**config.mk**
```make
export PLATFORM = sky130hd
export DESIGN_NAME = tone_audio_serializer_flat
export DESIGN_NICKNAME = d
export VERILOG_FILES = /design/src/rtl/tone_audio_serializer_pkg.sv /design/src/rtl/tone_audio_serializer_if.sv /design/src/rtl/tone_audio_serializer_tone_gen.sv /design/src/rtl/tone_audio_serializer.sv /design/src/flat_wrapper.sv
export SDC_FILE = /design/constraint.sdc
export NUM_CORES = 1
export LEC_CHECK = 0
export CAP_MARGIN = 25
export CORE_ASPECT_RATIO = 0.5
export CORE_MARGIN = 2
export CORE_UTILIZATION = 36
export CTS_CLUSTER_DIAMETER = 40
export CTS_CLUSTER_SIZE = 25
export DETAILED_ROUTE_END_ITERATION = 6
export GPL_TIMING_DRIVEN = 0
export PLACE_DENSITY = 0.6
export SLEW_MARGIN = 20
export SYNTH_ARGS = -nofsm -noshare
export SYNTH_HDL_FRONTEND = slang
export SYNTH_SLANG_ARGS = --single-unit
export TNS_END_PERCENT = 10
```
**constraint.sdc**
```tcl
create_clock -name clk -period 3.73 [get_ports clk]
set_clock_uncertainty 0.15 [all_clocks]
set_input_delay 0.746 -clock clk [delete_from_list [all_inputs] [get_ports clk]]
set_output_delay 0.746 -clock clk [all_outputs]
set_load 0.05 [all_outputs]
```
**src/rtl/tone_audio_serializer_pkg.sv**
```systemverilog
// Shared audio constants: note table, clock rates,
// divider taps and the sample type.
package audio_pkg;

  localparam int unsigned CLK_HZ = 100_000_000;
  localparam int unsigned SIL_HZ = 20_000;
  localparam logic [15:0] AMP_STEP = 16'h1000;

  localparam int MCLK_BIT = 1;
  localparam int SCK_BIT  = 3;
  localparam int LRCK_BIT = 8;

  localparam int unsigned NOTE_C3 = 131;
  localparam int unsigned NOTE_D3 = 147;
  localparam int unsigned NOTE_E3 = 165;
  localparam int unsigned NOTE_F3 = 175;
  localparam int unsigned NOTE_G3 = 196;
  localparam int unsigned NOTE_A3 = 220;
  localparam int unsigned NOTE_B3 = 247;
  localparam int unsigned NOTE_C4 = 262;
  localparam int unsigned NOTE_D4 = 294;
  localparam int unsigned NOTE_E4 = 330;
  localparam int unsigned NOTE_F4 = 349;
  localparam int unsigned NOTE_G4 = 392;
  localparam int unsigned NOTE_A4 = 440;
  localparam int unsigned NOTE_B4 = 494;
  localparam int unsigned SILENCE_HZ = 50_000_000;

  typedef logic signed [15:0] sample_t;

endpackage

```
**src/rtl/tone_audio_serializer_if.sv**
```systemverilog
// Tone control inputs and DAC pin bundle.
// master = tone source, slave = serializer.
interface tone_audio_serializer_if;

  logic [31:0] tone_l;
  logic [31:0] tone_r;
  logic [2:0]  volume;
  logic        mute;
  logic        audio_mclk;
  logic        audio_lrck;
  logic        audio_sck;
  logic        audio_sdin;
  logic        frame_tick;

  modport master (
    output tone_l, tone_r, volume, mute,
    input  audio_mclk, audio_lrck, audio_sck,
    input  audio_sdin, frame_tick
  );

  modport slave (
    input  tone_l, tone_r, volume, mute,
    output audio_mclk, audio_lrck, audio_sck,
    output audio_sdin, frame_tick
  );

endinterface

```
**src/rtl/tone_audio_serializer_tone_gen.sv**
```systemverilog
// Division-free square-wave generator for one channel:
// phase accumulator wrapping at CLK_HZ/2.
module square_tone_gen #(
  parameter int unsigned CLK_HZ   = audio_pkg::CLK_HZ,
  parameter int unsigned SIL_HZ   = audio_pkg::SIL_HZ,
  parameter logic [15:0] AMP_STEP = audio_pkg::AMP_STEP
) (
  input  logic              clk,
  input  logic              reset,
  input  logic [31:0]       tone,
  input  logic [2:0]        volume,
  input  logic              mute,
  output audio_pkg::sample_t sample
);
  import audio_pkg::*;

  localparam logic [31:0] HALF = 32'(CLK_HZ / 2);
  localparam logic [31:0] SIL  = 32'(SIL_HZ);

  logic [31:0] acc;
  logic [31:0] sum;
  logic [15:0] amp;
  logic        phase;
  logic        silent;

  // silence detection, next accumulator value and amplitude
  always_comb begin
    silent = (tone == 32'd0) || (tone >= SIL);
    sum    = acc + tone;
    amp    = 16'({13'd0, volume} * AMP_STEP);
  end

  // accumulate; wrap at half the clock rate and flip phase
  always_ff @(posedge clk or posedge reset) begin
    if (reset) begin
      acc   <= '0;
      phase <= 1'b0;
    end else if (silent) begin
      acc   <= '0;
      phase <= 1'b0;
    end else if (sum >= HALF) begin
      acc   <= sum - HALF;
      phase <= ~phase;
    end else begin
      acc   <= sum;
    end
  end

  // signed square-wave sample from phase and volume
  always_comb begin
    sample = '0;
    if (!(mute || volume == 3'd0 || silent))
      sample = phase ? sample_t'(-amp) : sample_t'(amp);
  end

endmodule

```
**src/rtl/tone_audio_serializer.sv**
```systemverilog
// Two-channel square-wave synth serialized onto a
// left-justified 4-wire DAC link; all pins registered.
module tone_audio_serializer #(
  parameter int unsigned CLK_HZ   = audio_pkg::CLK_HZ,
  parameter int unsigned SIL_HZ   = audio_pkg::SIL_HZ,
  parameter logic [15:0] AMP_STEP = audio_pkg::AMP_STEP
) (
  input  logic clk,
  input  logic reset,
  tone_audio_serializer_if.slave bus
);
  import audio_pkg::*;

  logic [8:0] cnt;
  logic [8:0] cnt_nxt;
  logic       wrap;
  logic [3:0] bit_idx;
  sample_t    gen_l;
  sample_t    gen_r;
  sample_t    smp_l;
  sample_t    smp_r;
  sample_t    smp_l_nxt;
  sample_t    smp_r_nxt;

  square_tone_gen #(
    .CLK_HZ(CLK_HZ), .SIL_HZ(SIL_HZ), .AMP_STEP(AMP_STEP)
  ) u_gen_l (
    .clk(clk), .reset(reset), .tone(bus.tone_l),
    .volume(bus.volume), .mute(bus.mute), .sample(gen_l)
  );

  square_tone_gen #(
    .CLK_HZ(CLK_HZ), .SIL_HZ(SIL_HZ), .AMP_STEP(AMP_STEP)
  ) u_gen_r (
    .clk(clk), .reset(reset), .tone(bus.tone_r),
    .volume(bus.volume), .mute(bus.mute), .sample(gen_r)
  );

  // next count; samples swap in only at the frame boundary
  always_comb begin
    cnt_nxt   = cnt + 9'd1;
    wrap      = (cnt_nxt == 9'd0);
    bit_idx   = ~cnt_nxt[7:4];
    smp_l_nxt = wrap ? gen_l : smp_l;
    smp_r_nxt = wrap ? gen_r : smp_r;
  end

  // counter, sample latches and pins for the upcoming count
  always_ff @(posedge clk or posedge reset) begin
    if (reset) begin
      cnt            <= '0;
      smp_l          <= '0;
      smp_r          <= '0;
      bus.audio_mclk <= 1'b0;
      bus.audio_lrck <= 1'b0;
      bus.audio_sck  <= 1'b0;
      bus.audio_sdin <= 1'b0;
      bus.frame_tick <= 1'b0;
    end else begin
      cnt            <= cnt_nxt;
      smp_l          <= smp_l_nxt;
      smp_r          <= smp_r_nxt;
      bus.audio_mclk <= cnt_nxt[MCLK_BIT];
      bus.audio_lrck <= cnt_nxt[LRCK_BIT];
      bus.audio_sck  <= cnt_nxt[SCK_BIT];
      bus.frame_tick <= wrap;
      bus.audio_sdin <= cnt_nxt[LRCK_BIT] ? smp_r_nxt[bit_idx]
                                          : smp_l_nxt[bit_idx];
    end
  end

endmodule

```
**src/flat_wrapper.sv**
```systemverilog
// flat-port wrapper written by rule: the top's interface ports become plain ports
module tone_audio_serializer_flat import audio_pkg::*;
#(
  parameter int unsigned CLK_HZ   = audio_pkg::CLK_HZ,
  parameter int unsigned SIL_HZ   = audio_pkg::SIL_HZ,
  parameter logic [15:0] AMP_STEP = audio_pkg::AMP_STEP
)
  (clk, reset, bus_tone_l, bus_tone_r, bus_volume, bus_mute, bus_audio_mclk, bus_audio_lrck, bus_audio_sck, bus_audio_sdin, bus_frame_tick);
  tone_audio_serializer_if bus_i ();
  input  logic clk;
  input  logic reset;
  input wire logic [$bits(bus_i.tone_l)-1:0] bus_tone_l;
  input wire logic [$bits(bus_i.tone_r)-1:0] bus_tone_r;
  input wire logic [$bits(bus_i.volume)-1:0] bus_volume;
  input wire logic [$bits(bus_i.mute)-1:0] bus_mute;
  output wire logic [$bits(bus_i.audio_mclk)-1:0] bus_audio_mclk;
  output wire logic [$bits(bus_i.audio_lrck)-1:0] bus_audio_lrck;
  output wire logic [$bits(bus_i.audio_sck)-1:0] bus_audio_sck;
  output wire logic [$bits(bus_i.audio_sdin)-1:0] bus_audio_sdin;
  output wire logic [$bits(bus_i.frame_tick)-1:0] bus_frame_tick;
  assign bus_i.tone_l = bus_tone_l;
  assign bus_i.tone_r = bus_tone_r;
  assign bus_i.volume = bus_volume;
  assign bus_i.mute = bus_mute;
  assign bus_audio_mclk = bus_i.audio_mclk;
  assign bus_audio_lrck = bus_i.audio_lrck;
  assign bus_audio_sck = bus_i.audio_sck;
  assign bus_audio_sdin = bus_i.audio_sdin;
  assign bus_frame_tick = bus_i.frame_tick;
  tone_audio_serializer #(.CLK_HZ(CLK_HZ), .SIL_HZ(SIL_HZ), .AMP_STEP(AMP_STEP)) u_core (.clk(clk), .reset(reset), .bus(bus_i));
endmodule
```
==> metrics <==
Initial Utilization=~37%; Post-DRT Antenna Nets=0; GP Congestion=between 0.9 and 1; Synth Flop Type=dfrtp_1; worst skew pair latency=around 0.4 ns; Die H=between 100 and 150 um; core area=between 20000 and 30000 um^2; initial antenna violation count=0; Die Wd=about 230 um; Syn-to-layout area delta=45.2%; flops & latches, synth=around 110; Hold Slack=approximately 0.33 ns; Layout Utilization=between 50% and 60%; Congestion Overflow GR=0; vias=between 9000 and 10000; Max clock buf depth=2; Root Driver=clkbuf_16; top achievable clock speed=around 250 MHz; Final Hold Fails=0; vias in the first global route=between 9000 and 10000; register share of total power=around two fifths; Net Sw Frac=a little under a third; pwr dens=212 nW/um^2; P_sw=886 uW; # rows=just over 40; Final Max Tran Viols=0; I/O pins=75; RR Startpoint=u_core.u_gen_l.acc[0]$_DFF_PP0_; Avg Cell Area, Syn=about 8.4 um^2; worst r2r dst=u_core.u_gen_l.acc[8]$_DFF_PP0_; synth top area cells=dfrtp_1, ha_1, xnor2_1; share of the synthesized area in the top cell type=a little under 30%; half-perimeter wire length after placement=about 20000 um; CP Class=in -> reg; cell taking the most area after synthesis=dfrtp_1; Hold Crit Class=reg -> reg; drt wl/cell=18.5 um; Final Setup Violations=47; Inserted Clock Buffers=9; slew margin rel.=approximately half; Synth Instances=between 1000 and 1500; pin count of the biggest net entering global routing=72; Internal=1950 uW; sequential share of the synthesized area=a little under 30%; Combinational Power Share=between 20% and 30%; flip-flop and latch area=~2700 um^2; dpl ws=-1.65 ns; share of cells above drive strength 1=roughly 33%; R2R depth=14; cell depth of the worst hold path=1; min-delay src=u_core.smp_r[11]$_DFF_PP0_; Static Leak=about 0.0056 uW; WP data required=around 3.9 ns; Crit path arrival time=4.11 ns; clock tree from TritonCTS=built; fin crit period=around 4 ns; CP Capture Type=flop; most frequent cells in the layout=buf_4, nor2_1, dfrtp_1; drc violations=0; dpl cell area=10500 um^2; failing checks=setup timing; TritonCTS sink count=about 110; DIE AREA=between 20000 and 30000 um^2; drt first pass iters=6; synth warn=0; final instance area=roughly 13000 um^2; clock power share=around 36%; Clock transition at path regs=approximately 0.090 ns; CTS HTree Levels=3; RSZ-0062 raised after global routing=true; Peak VDD IR=0.216 mV; worst-path fanout max=5; final WL=roughly 30000 um; Nets=about 1400; Netlist cell types=88; status=finished, violations left; Post-Syn Nets=around 1200; max_cap viols=0; PortBufs=74; fin crit share=106%; Starting DRT DRC Count=around 820; Total GRT Usage=21.7%; commonest non-fill, non-tap cell in the layout=buf_4; Final Worst Setup Slack=-0.226 ns; Worst R2R Setup Slack=-0.15 ns; worst slew pin tran=0.727 ns; Hold Path End=u_core.smp_r[11]$_DFF_PP0_; first-pass GRT wire length=approximately 47000 um; Multi-input gate area=just under 8000 um^2; vias per cell=~5.7; FFs w/ async S/R, synth=between 90% and 100%; number of flops mapped to enable cells by yosys=0; filler instances=2229; Post-Syn Area=about 9200 um^2; # diodes=0; Startpoint Class=input pin
## Yosys cell counts, types with 4 or more instances
master     number
a2111oi_0       4
nand2_1        95
nor2b_1         8
clkbuf_1       32
buf_2           7
nor2_1        119
o21bai_1        5
a22o_1          7
a31oi_1         7
ha_1           68
a211o_1         8
a21boi_0        5
nand2b_1        4
o211ai_1       15
o31ai_1         7
a21o_1         20
dfrtp_1       109
and2_1         41
nor3_1         21
a22oi_1         6
nand3_1        23
mux2_2          8
inv_1          24
xor2_1         31
o21ai_0        61
o21a_1         12
o22ai_1         4
nor4_1         18
xnor2_1        57
a221o_1         4
o2111ai_1       6
o21ai_1         7
a211oi_1       13
nand4_1        25
mux4_2          4
and3_1         11
or3_1           9
mux2i_1         6
a21oi_1        96
## critical path: stages
cell and delay [ns]:
buf_8 0.11, ha_4 0.16, fa_2 0.34, a21o_1 0.21
a221o_1 0.38, nand4_1 0.21, a211oi_4 0.12, o21ba_4 0.26
or3_4 0.33, a2bb2o_4 0.24, a211oi_4 0.29, and2_4 0.20
buf_6 0.11, mux2_4 0.32, nor2_4 0.09
## sequential cells by signal (all words and copies together) (netlist names)
name                   cells
u_core.bus.audio_lrck      1
u_core.bus.frame_tick      1
u_core.u_gen_l.acc        32
u_core.u_gen_r.phase       1
u_core.u_gen_l.phase       1
u_core.bus.audio_sdin      1
u_core.smp_l              16
u_core.cnt                 8
u_core.u_gen_r.acc        32
u_core.smp_r              16
## worst max-delay path by stage
stage	start	end	slack (ns)	depth (start not counted)
3_3_place_gp	reset	u_core.u_gen_r.acc[15]$_DFF_PP0_	-1.87	2
3_5_place_dp	bus_tone_r[0]	u_core.u_gen_r.acc[22]$_DFF_PP0_	-1.65	15
2_1_floorplan	bus_tone_l[0]	u_core.u_gen_l.acc[29]$_DFF_PP0_	-0.23	14
4_1_cts	bus_tone_l[0]	u_core.u_gen_l.acc[8]$_DFF_PP0_	-0.23	15
6_report	bus_tone_l[0]	u_core.u_gen_l.acc[8]$_DFF_PP0_	-0.23	15
5_1_grt	bus_tone_r[0]	u_core.u_gen_r.acc[11]$_DFF_PP0_	-0.31	17
## timing repair
| action | 4_1_cts | 5_1_grt |
|---|---|---|
| endpoints found under the setup margin | 76 | 54 |
| setup buffers | 73 | 46 |
| hold buffers | 0 | 0 |
| gates resized for setup | 310 | 107 |
| gates cloned | 1 | 0 |
| pin swaps | 111 | 87 |
## per-layer routing
| layer | vias up | part of all wire (%) | GRT usage (%) |
|---|---|---|---|
| met5 | - | 0 | 0 |
| li1 | 4416 | - | - |
| met4 | 0 | 2.2 | 6.15 |
| met2 | 285 | 48 | 38.2 |
| met1 | 4592 | 45 | 27.6 |
| met3 | 61 | 4.7 | 4.24 |
## power groups by stage
| stage | Sequential, uW | Clock [uW] | Combinational (uW) |
|---|---|---|---|
| CTS | 1180 | 1040 | 571 |
| global placement | 1200 | 0 | 459 |
| global route | 1180 | 1090 | 686 |
| floorplan | 1200 | 0 | 293 |
| finish | 1180 | 1010 | 638 |
| detailed placement | 1200 | 0 | 469 |
## metrics by stage
step                      std cells  TNS, ns  total power (uW)
after floorplan                1089    -8.86              1500
after global placement         1507  -278.33              1660
after detailed placement       1508   -75.00              1670
after CTS                      1586    -4.31              2790
after global routing           1630   -10.94              2960
final                          1630    -5.75              2830
## cell families after synthesis
kind of cell | synth area share, %
AO/OA/AOI/OAI | 25.0
XOR/XNOR | 8.39
adder cells (fa/ha/maj) | 9.70
buffers and inverters | 3.22
flip-flops | 29.7
multiplexers | 2.62
AND/OR/NAND/NOR | 21.3
## final cells by class
class / count / share of cell area [%]
multi-input combinational: 911 / 59.2
sequential: 109 / 20.5
timing repair buffer: 195 / 12.1
tap: 344 / 3.23
buffer: 30 / 2.03
clock buffer: 9 / 1.69
inverter: 25 / 0.742
clock inverter: 7 / 0.544
Note: power is estimated with default switching activity, not from simulation.
